===== src/rtl/fifo_arb_pkg.sv =====
// Shared definitions for the FIFO write-side round-robin arbiter.
// Holds the FSM encoding and the tag-width helper.
package fifo_arb_pkg;

    typedef enum logic {
        ST_IDLE  = 1'b0,
        ST_BURST = 1'b1
    } arb_state_e;

    // A two-producer configuration still needs a one-bit tag.
    function automatic int id_width(input int n);
        return (n > 2) ? $clog2(n) : 1;
    endfunction

endpackage


===== src/rtl/rr_pri_enc.sv =====
// Rotating priority encoder: returns the first set request after lptr,
// wrapping explicitly so non-power-of-two request counts work.
module rr_pri_enc #(
    parameter int P_N    = 4,
    parameter int P_ID_W = 2
) (
    input  logic [P_N-1:0]    req,
    input  logic [P_ID_W-1:0] lptr,
    output logic              found,
    output logic [P_ID_W-1:0] cand
);

    logic [P_ID_W-1:0] idx;

    always_comb begin
        found = 1'b0;
        cand  = '0;
        idx   = lptr;
        for (int off = 0; off < P_N; off++) begin
            idx = (idx == P_ID_W'(P_N - 1)) ? '0 : idx + P_ID_W'(1);
            if (!found && req[idx]) begin
                found = 1'b1;
                cand  = idx;
            end
        end
    end

endmodule


===== src/rtl/fifo_wr_rr_arb.sv =====
// Round-robin arbiter sharing one FIFO write port among producers, granting
// bursts of up to P_BURST beats and tagging each word with its source ID.
module fifo_wr_rr_arb
    import fifo_arb_pkg::*;
#(
    parameter int P_NUM_REQ = 4,
    parameter int P_DATA_W  = 8,
    parameter int P_BURST   = 4,
    localparam int P_ID_W   = id_width(P_NUM_REQ)
) (
    input  logic                          clk,
    input  logic                          rst_n,
    input  logic [P_NUM_REQ-1:0]          i_req_valid,
    input  logic [P_NUM_REQ*P_DATA_W-1:0] i_req_data,
    output logic [P_NUM_REQ-1:0]          o_req_ready,
    output logic                          o_fifo_wr_en,
    output logic [P_ID_W+P_DATA_W-1:0]    o_fifo_data,
    input  logic                          i_fifo_full,
    output logic                          o_busy
);

    localparam int CNT_W = $clog2(P_BURST + 1);

    arb_state_e        state, state_n;
    logic [P_ID_W-1:0] owner, owner_n;
    logic [P_ID_W-1:0] lptr, lptr_n;
    logic [CNT_W-1:0]  cnt, cnt_n;
    logic              found;
    logic [P_ID_W-1:0] cand;
    logic [P_ID_W-1:0] sel;
    logic              xfer;

    rr_pri_enc #(
        .P_N    (P_NUM_REQ),
        .P_ID_W (P_ID_W)
    ) u_pri_enc (
        .req   (i_req_valid),
        .lptr  (lptr),
        .found (found),
        .cand  (cand)
    );

    always_ff @(posedge clk) begin
        if (!rst_n) begin
            state <= ST_IDLE;
            owner <= '0;
            lptr  <= P_ID_W'(P_NUM_REQ - 1);
            cnt   <= '0;
        end else begin
            state <= state_n;
            owner <= owner_n;
            lptr  <= lptr_n;
            cnt   <= cnt_n;
        end
    end

    // Leaving BURST needs no pointer update: lptr already equals the owner,
    // so the released producer drops to lowest priority.
    always_comb begin
        state_n = state;
        owner_n = owner;
        lptr_n  = lptr;
        cnt_n   = cnt;
        case (state)
            ST_IDLE: begin
                if (xfer) begin
                    owner_n = cand;
                    lptr_n  = cand;
                    if (P_BURST > 1) begin
                        cnt_n   = CNT_W'(1);
                        state_n = ST_BURST;
                    end
                end
            end
            ST_BURST: begin
                if (xfer) begin
                    if (int'(cnt) + 1 == P_BURST) begin
                        cnt_n   = '0;
                        state_n = ST_IDLE;
                    end else begin
                        cnt_n = cnt + CNT_W'(1);
                    end
                end else if (!i_req_valid[owner]) begin
                    cnt_n   = '0;
                    state_n = ST_IDLE;
                end
            end
            default: state_n = ST_IDLE;
        endcase
    end

    always_comb begin
        o_req_ready = '0;
        o_busy      = 1'b0;
        sel         = (state == ST_BURST) ? owner : cand;
        if (rst_n) begin
            case (state)
                ST_IDLE: begin
                    if (found && !i_fifo_full) o_req_ready[cand] = 1'b1;
                end
                ST_BURST: begin
                    o_busy = 1'b1;
                    if (i_req_valid[owner] && !i_fifo_full) o_req_ready[owner] = 1'b1;
                end
                default: ;
            endcase
        end
        xfer         = |o_req_ready;
        o_fifo_wr_en = xfer;
        o_fifo_data  = xfer ? {sel, i_req_data[int'(sel)*P_DATA_W +: P_DATA_W]} : '0;
    end

endmodule


===== config.mk =====
export PLATFORM = sky130hd
export DESIGN_NAME = fifo_wr_rr_arb
export DESIGN_NICKNAME = d
export VERILOG_FILES = /design/src/rtl/fifo_arb_pkg.sv /design/src/rtl/rr_pri_enc.sv /design/src/rtl/fifo_wr_rr_arb.sv
export SDC_FILE = /design/constraint.sdc
export NUM_CORES = 1
export LEC_CHECK = 0
export CAP_MARGIN = 25
export CORE_MARGIN = 1.5
export CORE_UTILIZATION = 45
export CTS_CLUSTER_SIZE = 40
export DETAILED_ROUTE_END_ITERATION = 10
export PLACE_DENSITY = 0.84
export SETUP_SLACK_MARGIN = 0.15
export SYNTH_ARGS = -nofsm -noshare
export SYNTH_HDL_FRONTEND = slang
export SYNTH_SLANG_ARGS = --single-unit
export TNS_END_PERCENT = 30

===== constraint.sdc =====
create_clock -name clk -period 5.3 [get_ports clk]
set_input_delay 0.53 -clock clk [delete_from_list [all_inputs] [get_ports clk]]
set_output_delay 0.53 -clock clk [all_outputs]
set_load 0.05 [all_outputs]

==> summary.md, run 1 <==
| Metric | Value |
|---|---|
| Outcome | finished clean |
| Startpoint class of the critical path | register |
| Crit path max-delay cell type | clkdlybuf4s50_1 |
| Diodes inserted | 0 |
| Total I/O pin count | 55 |
| Max_cap viols | 0 |
| Fillers | 219 |
| Placed cell count | 233 |
| I/O Buffers | 54 |
| Hold Path Depth | 2 |
| Pwr dens | 220 nW/µm² |
| Area delta synth->final | 40.3% |
| Root Buffer | clkbuf_4 |
| Endpoint, Worst Hold | lptr[1]$_SDFFE_PN1P_ |
| Via count | 1400 |
| H-tree depth | 1 |
| Synth unique cells | 54 |
| RSZ-0062 raised after global routing | no |
| Final ANT Viol Nets | 0 |
| Synth Instances | 161 |
| R2R cell count | 7 |
| Pleak | 0.714 nW |
| CTS clock-pin slew for the worst setup and hold paths | 0.05 ns |
| Die Span Y | 56.6 µm |
| Clk_skew | 0.00350 ns |
| HPWL Detailed | 2730 µm |
| Number of setup violations in the final report | 0 |
| Post-Syn Area | 1290 µm² |
| Vias in the first global route | 1363 |
| R2R Setup Slk | 2.65 ns |
| Starting Density | 47.2% |
| Worst path bufs/invs | 2 |
| Worst path cell trace | ha_1 > mux4_2 > clkinv_1 > a31oi_1 > o41a_1 > or2_1 > o22ai_2 > clkdlybuf4s50_1 |
| Post-route setup TNS | 0 ns |
| Slew margin rel. | 56.7% |
| Share of the synthesized area in the top cell type | 14.7% |
| Post-cts resize count | 0 |
| WL/cell | 14.3 µm |
| Top_reg_cell synth | dfxtp_1 |
| Synth area leader | mux2i_1 |
| CORE AREA | 2730 µm² |
| Worst-skew pair later-pin latency | 0.25 ns |
| Fmax | 226 MHz |
| FF/Latch Area | 160 µm² |
| Clk sinks | 8 |
| Drt total wl | 3380 µm |
| Count leader, synth | nand2_1 |
| Drc violations | 0 |
| Placed Instance Area | 1790 µm² |
| Die Area | 3200 µm² |
| Yosys Warn Count | 0 |
| CP top delay family | buffers and inverters |
| Post-CTS Setup Repair Bufs | 0 |
| Final Hold Fails | 0 |
| Area occupied by multi-input gates | 1010 µm² |
| RR Startpoint | lptr[0]$_SDFFE_PN1P_ |
| Crit Reg-Reg Endpoint | owner[0]$_SDFFE_PN0P_ |
| Vias/cell | 5.93 |
| Clock buffer count from CTS | 3 |
| Pre-CTS setup slack | 0.994 ns |
| Most frequent cells after synthesis | nand2_1 (21), mux2i_1 (19), o21ai_0 (10) |
| Worst hold path type | reg2reg |
| Slew Viols, Final | 0 |
| Setup WS post-layout | 0.885 ns |
| Worst EP arrival | 3.89 ns |
| HP Start | lptr[1]$_SDFFE_PN1P_ |
| Gpl congestion | 0.902 |
| Final cell count without fillers | 236 |
| Design Power | 0.399 mW |
| Maximum VDD drop | 186 µV |
| EDFF count, synth | 0 |
| Clk buf depth | 2 |
| Register bit count reported by yosys | 8 |
| Finished Cell Area | 1810 µm² |
| Crit Path Class | reg2out |
| First-pass GRT wire length | 5640 µm |
| Synthesized Nets | 203 |
| Syn Area/Cell | 8.02 µm² |
| Grt ovf | 0 |
| Drt first pass iters | 4 |
| CP endpoint kind | output pin |
| Area contributors post-synth | mux2i_1 (15%), dfxtp_1 (12%), o22ai_2 (7.8%) |
| Final min period | 4.42 ns |
| Final net count | 249 |
| Antenna violations before repair | 0 |
| Post-CTS Hold Fix Bufs | 0 |
| Worst path max stage delay | 0.82 ns |
| Row Count | 19 |
| Fraction of layout instances using a drive strength above 1 | 10.7% |
| Post-synthesis sequential area ratio | 12.4% |
| Initial drt markers | 43 |
| Period utilisation layout | 83.3% |
| Largest net degree at the start of global routing | 20 |
| Worst Path Required | 4.77 ns |
| CTS tree | done |
| Die width | 56.6 µm |
| Slew @ Worst Pin | 0.649 ns |
| Worst-path fanout max | 19 |
| Gr usage total | 21.6% |
| Share of synthesized registers carrying an async set or reset | 0% |
==> per-layer routing <==
layer / vias up / track usage [%] / share of wire, %
met5: - / 0 / 0
met4: 0 / 4.08 / 0.12
met3: 2 / 5.76 / 8.5
met2: 68 / 40.7 / 52
met1: 644 / 24.2 / 40
li1: 686 / - / -
==> kinds of logic after synthesis <==
family	count (synthesis)	synth area share (%)
fa+ha+maj	3	2.91
buf+inv	23	9.50
mux	22	18.2
flops	8	12.4
simple gates	59	25.9
xor+xnor	1	0.678
compound gates	45	30.4
==> placed cells by master (no fill, tap or decap), types with 4 or more instances in the layout <==
cell | Yosys | final
o22ai_2 | 8 | 8
dfxtp_1 | 8 | 8
nand2b_1 | 4 | 4
mux2i_1 | 19 | 19
clkdlybuf4s50_1 | 0 | 54
nand2_1 | 21 | 21
o21ai_0 | 10 | 10
inv_1 | 7 | 7
nand3_1 | 8 | 8
==> flip-flops by register name (all words and copies together) (netlist names) <==
signal	flops
lptr	2
state	1
owner	2
cnt	3
==> through the flow <==
step           utilization (%)  hold slack, ns
5_1_grt                   66.3           0.518
3_5_place_dp              65.4           0.502
3_3_place_gp              65.4           0.476
2_1_floorplan                -           0.445
6_report                  66.3           0.503
4_1_cts                   66.3           0.511
==> power breakdown <==
group / internal, mW / total (mW) / switching (mW)
sequential: 0.0653 / 0.0780 / 0.0127
combinational: 0.124 / 0.274 / 0.150
clock: 0.0259 / 0.0471 / 0.0212
==> worst reg2reg max path: stages, from the launching register on <==
cell and delay, ns:
dfxtp_1 0.73, ha_1 0.57, mux4_2 0.40, clkinv_1 0.06, a31oi_1 0.08, or3_1 0.40
nand2b_1 0.19, a21boi_1 0.15
==> cell type report <==
| cell class | count | area share (%) |
|---|---|---|
| inverter | 9 | 1.86 |
| timing repair buffer | 55 | 30.2 |
| clock buffer | 3 | 1.24 |
| sequential | 8 | 8.84 |
| tap | 31 | 2.14 |
| multi-input combinational | 130 | 55.7 |
==> worst max-delay path by stage <==
stage | startpoint | to | slack, ns | cells past startpoint
finish | lptr[0]$_SDFFE_PN1P_ | o_fifo_data[7] | 0.88 | 8
global route | lptr[0]$_SDFFE_PN1P_ | o_fifo_data[5] | 0.64 | 7
CTS | lptr[0]$_SDFFE_PN1P_ | o_fifo_data[7] | 0.90 | 8
detailed placement | i_req_valid[3] | o_fifo_data[3] | 0.99 | 9
global placement | i_req_valid[3] | o_fifo_data[7] | 1.11 | 8
floorplan | i_req_valid[1] | o_req_ready[1] | 2.03 | 6
(Power assumes the default switching activity.)
==> run 2: changes to the inputs <==
- CORE_UTILIZATION: 45 -> 39
- PLACE_DENSITY: 0.84 -> 0.78
- clock period: 5.3 -> 3.6 ns (I/O delays scaled with it)
==> summary.md, run 2 (synthesis gave the netlist of run 1 again) <==
| Metric | Value |
|---|---|
| Outcome | finished clean |
| Starting Density | 41.6% (-5.6 points) |
| Final net count | 252 (+1.2%) |
| Fmax | 298 MHz |
| Max_cap viols | 0 (unchanged) |
| Busiest grt layer | met2 |
| CORE AREA | 3100 µm² (+14%) |
| Final Hold Fails | 0 (unchanged) |
| Via count | 1393 (-0.50%) |
| Worst-skew pair later-pin latency | 0.25 ns (about the same) |
| Grt ovf | 0 (unchanged) |
| Die Area | 3670 µm² (+15%) |
| Pwr dens | 325 nW/µm² (+48%) |
| Met1 Resource Use GR | 23.6% (-0.54 points) |
| Diodes inserted | 0 (unchanged) |
| Crit path max-delay cell type | clkdlybuf4s50_1 |
| Worst path cell trace | ha_1 > nand2_1 > o32a_1 > o211ai_1 > nand2_1 > nor2_1 > o21a_1 > clkdlybuf4s50_1 |
| Fraction of layout instances using a drive strength above 1 | 19.2% (+8.5 points) |
| Vias in the first global route | 1362 (-0.073%) |
| Period utilisation layout | 93.3% |
| CP endpoint kind | output pin |
| Die Span Y | 60.5 µm (+7.0%) |
| Die width | 60.5 µm (+7.0%) |
| Worst EP arrival | 3.00 ns (-0.89 ns) |
| Worst Path Required | 3.24 ns (-1.53 ns) |
| Worst path max stage delay | 0.80 ns (-0.02 ns) |
| Slew margin rel. | 60.3% (+3.6 points) |
| M3 GR Usage | 7.89% (+2.1 points) |
| Clock buffer count from CTS | 3 (unchanged) |
| Top Registers | cnt x3, lptr x2, owner x2 |
| Biggest register | cnt |
| Clk buf depth | 2 (unchanged) |
| Area delta synth->final | 49.9% |
| I/O Buffers | 54 (unchanged) |
| Post-CTS Hold Fix Bufs | 0 (unchanged) |
| Drt total wl | 3510 µm (+4.0%) |
| HPWL Detailed | 2830 µm (+3.7%) |
| Vias/cell | 5.53 (-6.8%) |
| Row Count | 20 (+1) |
| Drc violations | 0 (unchanged) |
| Gr usage total | 20.6% (-1.0 points) |
| RR Startpoint | lptr[1]$_SDFFE_PN1P_ |
| Worst path bufs/invs | 1 (-1) |
| HP Start | lptr[1]$_SDFFE_PN1P_ |
| Total I/O pin count | 55 (unchanged) |
| Gpl congestion | 0.882 (-2.2%) |
| Fillers | 294 (+34%) |
| Slew @ Worst Pin | 0.580 ns (-0.0689 ns) |
| Final ANT Viol Nets | 0 (unchanged) |
| Number of setup violations in the final report | 0 (unchanged) |
| CP top delay family | buffers and inverters |
| Most frequent cells in the layout | clkdlybuf4s50_1 (39), nand2_1 (21), mux2i_1 (19), o21ai_0 (10) |
| Final min period | 3.36 ns |
| RSZ-0062 raised after global routing | yes |
| Setup crit start | lptr[1]$_SDFFE_PN1P_ |
| WL/cell | 13.9 µm (-2.6%) |
| Crit Path Class | reg2out |
| Startpoint class of the critical path | register |
| Largest net degree at the start of global routing | 19 (-5.0%) |
| Post-route setup TNS | 0 ns (unchanged) |
| Clk sinks | 8 (unchanged) |
| Number of flip-flops in the largest register | 3 (unchanged) |
| Root Buffer | clkbuf_4 |
| Crit-path most repeated cell | nand2_1 |
| Commonest non-fill, non-tap cell in the layout | clkdlybuf4s50_1 |
| Drt first pass iters | 5 (+1) |
| Worst-path fanout max | 13 (-6) |
| CTS clock-pin slew for the worst setup and hold paths | 0.05 ns (about the same) |
| Antenna violations before repair | 0 (unchanged) |
| Initial drt markers | 53 (+23%) |
| Maximum VDD drop | 202 µV (+8.2%) |
| First-pass GRT wire length | 5890 µm (+4.4%) |
| Pleak | 0.792 nW (+11%) |
| H-tree depth | 1 (unchanged) |
| Worst hold path type | reg2reg |
| Clk_skew | 0.00216 ns (-0.00135 ns) |
| Met2 GRT Util | 37.9% (-2.8 points) |
| Fin util | 62.4% (-3.9 points) |
| Slew Viols, Final | 0 (unchanged) |
| CTS tree | done |
==> run 2: cell type report <==
cell class | count | area [µm²] | area share [%]
clock buffers | 3 | 22.5 | 1.16
repair buffers | 58 | 651 | 33.6
well taps | 44 | 55.1 | 2.84
inverters | 9 | 33.8 | 1.75
flip-flops and latches | 8 | 160 | 8.27
multi-input cells | 130 | 1010 | 52.4
==> run 2: worst register-to-register path, stage by stage (launching register included) <==
cell and delay (ns):
dfxtp_1 0.32, ha_1 0.60, nand2_1 0.09, a2111oi_0 0.59, or3_1 0.31, nand2b_1 0.16, nand3_1 0.07
==> run 2: where the power goes <==
part | switching, mW | total, mW | internal (mW)
Sequential | 0.0125 | 0.109 | 0.0961
Combinational | 0.239 | 0.450 | 0.211
Clock | 0.0317 | 0.0699 | 0.0382
==> run 2: final timing paths <==
path / to / slack, ns / depth (start not counted)
worst max-delay path: o_fifo_data[9] / 0.24 / 8
worst min-delay path: lptr[1]$_SDFFE_PN1P_ / 0.51 / 2
worst max register to register: lptr[0]$_SDFFE_PN1P_ / 1.34 / 6
worst min register to register: lptr[1]$_SDFFE_PN1P_ / 0.51 / 2
==> run 2: metal layers <==
metal  share of wire [%]  vias up
met2                  52       55
met4                0.66        0
met1                  39      640
met5                   0        -
met3                 8.5        2
li1                    -      696
==> run 2: timing repair <==
| action | 4_1_cts | 5_1_grt |
|---|---|---|
| setup buffers | 0 | 0 |
| endpoints found under the setup margin | 0 | 9 |
| resized for setup | 0 | 2 |
==> run 2: per-stage QoR <==
stage | instances | instance area, µm² | power [mW] | setup slack [ns] | hold WS [ns]
6_report | 252 | 1940 | 0.629 | 0.240 | 0.508
4_1_cts | 252 | 1930 | 0.629 | 0.270 | 0.511
3_3_place_gp | 249 | 1910 | 0.552 | 0.346 | 0.481
3_5_place_dp | 249 | 1910 | 0.558 | 0.298 | 0.487
5_1_grt | 252 | 1940 | 0.664 | 0.104 | 0.520
2_1_floorplan | 161 | 1290 | 0.419 | 0.507 | 0.445
